<file path="config.mk">
export PLATFORM = sky130hd
export DESIGN_NAME = alu_share_ctrl
export DESIGN_NICKNAME = d
export VERILOG_FILES = /design/src/rtl/alu_share_ctrl.sv
export SDC_FILE = /design/constraint.sdc
export NUM_CORES = 1
export LEC_CHECK = 0
export CAP_MARGIN = 20
export CORE_MARGIN = 4
export CORE_UTILIZATION = 40
export CTS_CLUSTER_DIAMETER = 50
export DETAILED_ROUTE_END_ITERATION = 7
export GPL_TIMING_DRIVEN = 0
export SYNTH_ARGS = -nofsm -noshare
export SYNTH_HDL_FRONTEND = slang
export SYNTH_SLANG_ARGS = --single-unit
export TNS_END_PERCENT = 5
</file>
<file path="constraint.sdc">
create_clock -name clk -period 6.25 [get_ports clk]
set_input_delay 1.25 -clock clk [delete_from_list [all_inputs] [get_ports clk]]
set_output_delay 1.25 -clock clk [all_outputs]
set_load 0.02 [all_outputs]
</file>
<file path="src/rtl/alu_share_ctrl.sv">
// alu_share_ctrl: round-robin arbiter sharing one N-bit ALU between two requesters.
// One operation in flight: IDLE grants, EXEC computes into rsp regs, RESP holds until consumed.
module alu_share_ctrl #(
  parameter int N = 32
) (
  input  logic         clk,
  input  logic         rst_n,
  input  logic         req0_valid,
  output logic         req0_ready,
  input  logic [2:0]   req0_op,
  input  logic [N-1:0] req0_a,
  input  logic [N-1:0] req0_b,
  input  logic         req1_valid,
  output logic         req1_ready,
  input  logic [2:0]   req1_op,
  input  logic [N-1:0] req1_a,
  input  logic [N-1:0] req1_b,
  output logic         rsp_valid,
  input  logic         rsp_ready,
  output logic         rsp_id,
  output logic [N-1:0] rsp_result,
  output logic [3:0]   rsp_flags
);
  typedef enum logic [1:0] {IDLE, EXEC, RESP} state_t;
  state_t state, state_nx;
  logic last_grant, gnt1, acc, id_q, arith, c, v;
  logic [2:0] op_q;
  logic [N-1:0] a_q, b_q, res;
  logic [N:0] sum;
  always_comb begin
    gnt1 = req1_valid & (~req0_valid | ~last_grant);
    acc = (state == IDLE) & (req0_valid | req1_valid);
    req0_ready = acc & ~gnt1;
    req1_ready = acc & gnt1;
    rsp_valid = state == RESP;
    state_nx = state == IDLE ? (acc ? EXEC : IDLE) :
               state == EXEC ? RESP : (rsp_ready ? IDLE : RESP);
  end
  // SUB is a + ~b + 1, so the carry out is the "no borrow" flag directly
  always_comb begin
    arith = op_q[2:1] == 2'b00;
    sum = op_q[0] ? {1'b0, a_q} + {1'b0, ~b_q} + (N+1)'(1) : {1'b0, a_q} + {1'b0, b_q};
    res = arith ? sum[N-1:0] :
          op_q == 3'd2 ? a_q & b_q :
          op_q == 3'd3 ? a_q | b_q :
          op_q == 3'd4 ? a_q ^ b_q : '0;
    c = arith & sum[N];
    v = arith & (a_q[N-1] ^ b_q[N-1] ^ ~op_q[0]) & (sum[N-1] ^ a_q[N-1]);
  end
  always_ff @(posedge clk or negedge rst_n) begin
    if (!rst_n) begin
      state <= IDLE;
      last_grant <= 1'b1;
      id_q <= 1'b0;
      op_q <= '0;
      a_q <= '0;
      b_q <= '0;
      rsp_id <= 1'b0;
      rsp_result <= '0;
      rsp_flags <= '0;
    end else begin
      state <= state_nx;
      if (acc) begin
        last_grant <= gnt1;
        id_q <= gnt1;
        op_q <= gnt1 ? req1_op : req0_op;
        a_q <= gnt1 ? req1_a : req0_a;
        b_q <= gnt1 ? req1_b : req0_b;
      end
      if (state == EXEC) begin
        rsp_id <= id_q;
        rsp_result <= res;
        rsp_flags <= {res == '0, res[N-1], c, v};
      end
    end
  end
endmodule

</file>
# After elaboration in Yosys (flattened, before gate mapping)
# Index checks and enable logic that the tools add are counted.
# word_totals
ff_bits	108
input_bits	139
output_inout_bits	40
wordCells	52
# classes
add_sub_neg	3
n_eq_ne	5
mux	12
bitwise_logic	20
n_reduce_logical	3
# op_table
operator	count
32-bit 2-to-1 mux	6
32-bit by 32-bit adder with 33-bit output	2
33-bit by 1-bit adder with 33-bit output (second input constant)	1
33-bit 2-to-1 mux	1
32-bit AND	1
32-bit logical NOT	1
32-bit NOT	1
32-bit bitwise OR	1
32-bit bitwise XOR	1
1-bit AND	7
3-bit by 2-bit == test with 1-bit output (second input constant)	2
2-bit 2-to-1 mux	3
2-bit logical NOT	2
1-bit NOT	4
3-bit == test (second input constant)	1
3-bit 2-to-1 mux	1
1-bit bitwise XOR	3
2-bit by 1-bit == test with 1-bit output (second input constant)	1
2-bit == test (second input constant)	1
1-bit bitwise OR	2
1-bit 2-to-1 mux	1

# Longest topological paths before layout
# logic_depth
word_depth	6
ltp_mapped	14
depth_no_buf	14

# Worst setup path before layout
# OpenSTA, ideal clock, no wires.
# synth_timing
path_kind	input port to output port
start	input port req0_valid
end	output port req0_ready
arrival_ns	2.068
required_time_ns	5.000
setup_slack_ns	2.932
cell_stages	3
path_buffers	1
cell_sequence	o21ai_1 a21oi_1 clkbuf_1
# synth_between
elab_chain_len	5
word_cells_on_any_way	7
cone_classes	7 x bitwise
# synth_lines
item	line	rtl
start: declaration	8	input logic req0_valid,
1-bit NOT	31	gnt1 = req1_valid & (~req0_valid | ~last_grant);
1-bit bitwise OR	31	
1-bit AND	31	
1-bit NOT	33	req0_ready = acc & ~gnt1;
1-bit AND (*)	33	
end: declaration	9	output logic req0_ready,
# Every way passes the cells marked *; elsewhere a longest branch is shown, timed or not.

# Final worst setup path
# Ends and elaborated chain as after synthesis.

==> results.yml <==
floorplan:
  floorplan.die_area_um2: 26300
  ios: 179
  die_width_um: 162
  start_util: 0.406
  coreArea_um2: 23400
  die_h_um: 162
  row_count: 56
power_and_ir_drop:
  power.switching_mw: 4.49
  p_comb_frac: 0.763
  ir_worst_vdd_mv: 0.223
  internal-power_mw: 3.59
  p_leak_nw: 5.36
  p_sw_frac: 0.556
  p_seq_frac: 0.162
  power_per_cell_area_nw_per_um2: 674
  power.share.clock: 0.075
routing:
  routed_wirelength_mm: 35.3
  wl_per_cell_um: 21.1
  first_pass_iters: 8
  post-route-drc-count: 0
  route.vias.total: 9820
  final_antenna_net_count: 0
  drt_iter0_drc: 1099
  vias_per_cell: 5.86
sta:
  rsz0062_at_grt: "no"
  fin_setup_tns_ns: 0
  slew_headroom: 0.328
  tightestPinTransition_ns: 1.00
  hold_violations: 0
  setup_viol: 0
  clock.fmax_ghz: 0.200
  fin_worst_skew_ns: 0.0110
  final.period_utilization: 0.799
  period_minus_slack_ns: 4.99
  slew_viol_final: 0
grt:
  gr-total-overflow: 0
  grt_pass1_vias: 9548
  grt_usage: 0.264
  grt_antenna_before_repair: 1
  grt_max_degree: 64
  grt_first_pass_wirelength_mm: 54.5
clock_network:
  cts-root-buf: "clkbuf_16"
  clk_latency_ns: 0.37
  h-tree-depth: 3
  clock_sinks: 107
  clk_pin_slew_ns: 0.08
  clk_path_buf_depth: 2
  cts_setup_buffers: 0
  cts_buffers: 9
  holdBufCountCts: 0
  cts_resized: 0
  cts_tree: "yes"
finish:
  diodes: 0
  fin_nets: 1589
  final_core_util: 0.513
  area.sequential_um2: 2680
  multi_input_area_um2: 5880
  fillCellCount: 2365
  fin_cells: 1675
  area_growth_pct: 26.4
  layout-drive-gt1-share: 0.0324
placement:
  hpwlAfterDp_mm: 28.4
  dp_cells: 1660
  port_buffers: 178
  place_congestion: 0.969
critical_path:
  critPathLaunchType: "input port"
  cp.required_ns: 5.00
  worstSetupPathType: "input port to output pin"
  crit_arrival_ns: 3.74
  slowest_delay_ns: 0.71
  crit_path_top_delay_cell: "clkdlybuf4s50_1"
  cp_common_cell: "clkdlybuf4s50_1"
  end_kind: "output pin"
  critPathMaxFanout: 10
  cpLargestDelayFamily: "buffers and inverters"
  path_buf_inv: 3
  worstPathCellList: "clkdlybuf4s50_1 -> o21ai_1 -> a21oi_1 -> clkbuf_1 -> clkdlybuf4s50_1"
synthesis:
  syn_area_um2: 9490
  yosys-top-cells-area: "dfrtp_1 (28%), ha_1 (13%), a222oi_1 (7.1%)"
  synth_commonest_cells: "inv_1 (162), dfrtp_1 (106), ha_1 (97)"
  ys_ff_latch: 107
  synthArstFlopShare: 1.00
  yosysTopAreaCellShare: 0.279
  syn-num-nets: 1399
  synth_edf_count: 0
  synth.avg_cell_area_um2: 8.17
  synthCells: 1162
  synth_most_common_cell: "inv_1"
  yosysWarnings: 0
  yosysTopAreaCell: "dfrtp_1"
  synth_flop_cell: "dfrtp_1"
  ys_seq_area_frac: 0.282
  yosysUniqueCellTypes: 73
status:
  status: "finished clean"
hold_path:
  holdCritPathClass: "flip-flop to flip-flop"
flow_run:
  maxCapViolations: 0
-- stage by stage --
| stage | setup slack, ns | hold slack (ns) | total power [mW] | area, µm² |
|---|---|---|---|---|
| after floorplan | 2.93 | 0.446 | 5.40 | 9490 |
| after global placement | -0.234 | 0.457 | 7.31 | 11700 |
| after detailed placement | 1.20 | 0.466 | 7.34 | 11700 |
| after CTS | 1.20 | 0.484 | 7.98 | 12000 |
| after global routing | 1.04 | 0.512 | 8.74 | 12000 |
| final | 1.26 | 0.476 | 8.09 | 12000 |
-- routing by layer --
layer | part of all wire | track usage | wire length, µm
met5 | 0 | 0 | 0
met4 | 0.018 | 0.0646 | 637
met3 | 0.073 | 0.0424 | 2600
met2 | 0.44 | 0.407 | 15500
met1 | 0.47 | 0.389 | 16600
-- registers in the layout (all words and copies together), names as in the netlist --
name and cells:
rsp_result 31, b_q 32, last_grant 1, rsp_id 1
state 2, id_q 1, a_q 32, rsp_flags 4
op_q 3
-- worst reg2reg max path: stages, from the launching register on --
cell,delay (ns)
dfrtp_1,0.32
clkbuf_1,0.44
clkbuf_1,0.51
buf_2,0.34
buf_1,0.58
clkbuf_1,0.55
buf_1,0.53
clkbuf_1,0.55
a21oi_1,0.08
o22ai_1,0.37
nand2_1,0.11
o41ai_2,0.31
-- kinds of logic after synthesis --
logic type	synth area share
multiplexers	0.0149
buffers and inverters	0.0990
AND/OR/NAND/NOR	0.133
flip-flops	0.282
adder cells (fa/ha/maj)	0.130
XOR/XNOR	0.0240
AO/OA/AOI/OAI	0.317
-- placed cells by master, fill, tap and decap left out, drive strengths merged, types with 4 or more instances in the layout --
cell / count
nor2: 55
o22ai: 26
clkdlybuf4s50: 177
a31oi: 14
buf: 17
mux2i: 4
or2: 4
and3: 12
o31ai: 22
a21o: 13
and4: 5
o21ai: 63
a211o: 6
dfrtp: 106
nand4: 8
and2: 5
or3: 10
a222oi: 67
a211oi: 8
nor4: 16
a221oi: 5
nand3: 21
o22a: 9
o21bai: 9
a2111oi: 4
xor2: 5
nor2b: 16
a22oi: 30
nand2b: 10
inv: 164
nand2: 64
o31a: 4
a21oi: 89
clkbuf: 79
mux2: 9
o211ai: 19
xnor2: 21
nor3: 15
ha: 97
-- cell type report --
| cell class | count | area share |
|---|---|---|
| Buffer | 85 | 0.0273 |
| Inverter | 163 | 0.0510 |
| Clock buffer | 9 | 0.0188 |
| Clock inverter | 6 | 0.00615 |
| Timing Repair Buffer | 179 | 0.151 |
| Sequential cell | 107 | 0.223 |
| Tap cell | 319 | 0.0333 |
| Multi-Input combinational cell | 807 | 0.490 |
-- power by group through the flow --
stage	Clock [mW]	Combinational [mW]	Sequential [mW]
3_5_place_dp	0	6.01	1.33
3_3_place_gp	0	5.99	1.32
6_report	0.605	6.17	1.31
2_1_floorplan	0	4.05	1.35
4_1_cts	0.622	6.04	1.32
5_1_grt	0.643	6.73	1.37
-- worst paths after layout --
check | start | endpoint | slack (ns) | cells after the start
max | req0_valid | req0_ready | 1.26 | 5
min | id_q | id_q | 0.48 | 1
max reg2reg | op_q[0] | rsp_flags[3] | 1.44 | 11
min reg2reg | id_q | id_q | 0.48 | 1
max in group asynchronous | rst_n | last_grant | 4.61 | 2
min in group asynchronous | rst_n | a_q[30] | 0.85 | 1
(Power assumes the default switching activity.)
==> RTL change (same flow settings) <==
Change the parameter `N` from 32 to 64.
--- a/src/rtl/alu_share_ctrl.sv
+++ b/src/rtl/alu_share_ctrl.sv
@@ -2,5 +2,5 @@
 // One operation in flight: IDLE grants, EXEC computes into rsp regs, RESP holds until consumed.
 module alu_share_ctrl #(
-  parameter int N = 32
+  parameter int N = 64
 ) (
   input  logic         clk,
Ports: changed (5 resized); port bits go from 179 to 339. No check against the original RTL was run, so the function may have changed too.
==> RTL change against the original RTL <==
- the flow now finishes with violations (negative setup slack)
- cell area up 120%
- maximum frequency down 21%
- register-to-register slack worse by 1.5 ns
- via count increased by 150%
- critical endpoint is now rsp_flags[3]$_DFFE_PN0N_
- final cell count grew 120%
- sequential cell count up 96
- hold slack worse by 0.0020 ns
- wire length grew to 3.2 times the old value
- setup slack worse by 1.3 ns
- synthesized area up 110%
Power is not shown: default switching activity piles up to over one toggle a cycle in this logic, so the estimate is an artifact.
==> RTL change: results (changes against the original RTL) <==
- Status: finished, violations left
- Failing checks: negative setup slack
- Crit path largest cell delay: 0.74 ns (+0.03 ns)
- Total GRT Usage: 39.65% (+13 points)
- Core region area: 50070 sq um (+110%)
- Main area contributors after synthesis: dfrtp_1 (25%), ha_1 (12%), a222oi_1 (6.5%)
- Largest net degree at the start of global routing: 107 (+67%)
- Total Routed Length: 112500 um (+220%)
- Synthesized Nets: 3059 (+120%)
- Critical path arrival: 6.81 ns (+3.07 ns)
- Post-DP HPWL: 89370 um (+210%)
- PostCTS Resize Cnt: 16 (+16)
- Setup ws final: -0.05971 ns (-1.315 ns)
- Initial drt markers: 3818 (+250%)
- Deepest clock path buffer count: 3 (+1)
- M3 GR Usage: 10.70% (+6.5 points)
- H-tree depth: 2 (-1)
- CP endpoint kind: flop
- Clock Latency Late Sink: 0.57 ns (+0.20 ns)
- Worst Skew: 0.02020 ns (+0.009245 ns)
- DRT met1 WL: 44970 um (+170%)
- Setup TNS: -0.05971 ns (-0.05971 ns)
- DP Cell Count: 3622 (+120%)
- Sequential fraction of the synthesis area: 25.10% (-3.1 points)
- Max layer used: met5
- Post-Synth Adder-Cell Area: 12.03% (-0.97 points)
- Hold Path Sink: rsp_result[49]$_DFFE_PN0N_
- Vias in the first global route: 23530 (+150%)
- Critical-path top delay cell: dfrtp_1
- Final hold slack: 0.4737 ns (-0.002031 ns)
- Routed wl met3: 13120 um (+400%)
- CTS buffer count: 34 (+25)
- Post-layout net count: 3445 (+120%)
- R2R depth: 13 (+2)
- Layout cell share with drive strength beyond 1: 5.751% (+2.5 points)
- # setup viols final: 1 (+1)
- Port buffer count: 338 (+90%)
- Final Non-Filler Cells: 3684 (+120%)
- Synth Instances: 2598 (+120%)
- Number of vias per cell: 6.615 (+13%)
- First-pass GRT wire length: 158400 um (+190%)
- FF+latch count, synth: 203 (+90%)
- M2 GR Usage: 60.32% (+20 points)
- Mux cell area share after synthesis: 1.230% (-0.26 points)
- Origin of the worst setup path: op_q[0]$_DFFE_PN0P_
- Antenna violations before repair: 4 (+3)
- Hold depth: 2 (+1)
- Relative slew slack: 14.36% (-18 points)
- Clock-pin slew on the worst setup and hold paths: 0.06 ns (-0.02 ns)
- Synth cell count leaders: inv_1 (317), dfrtp_1 (202), a21oi_1 (197)
- Unique masters post-synth: 96 (+32%)
- Xor and xnor area share after synthesis: 1.601% (-0.80 points)
RTL change: changes by cell type in the layout (fill, tap and decap cells not counted), moves of 64 or more:
cell	change
clkdlybuf4s50_1	+160
inv_1	+155
nand2_1	+125
a21oi_1	+105
nor2_1	+104
dfrtp_1	+96
ha_1	+96
a222oi_1	+64
RTL change: layout make-up:
cell class / instances / area (sq um) / share of cell area, %
multi-input cells: 1882 / 13220 / 51.04
flip-flops and latches: 203 / 5081 / 19.62
repair buffers: 352 / 3563 / 13.76
inverters: 333 / 1250 / 4.827
clock buffers: 40 / 913.4 / 3.527
well taps: 672 / 840.8 / 3.247
plain buffers: 178 / 758.2 / 2.928
clock inverters: 20 / 260.3 / 1.005
diodes: 4 / 10.01 / 0.03866
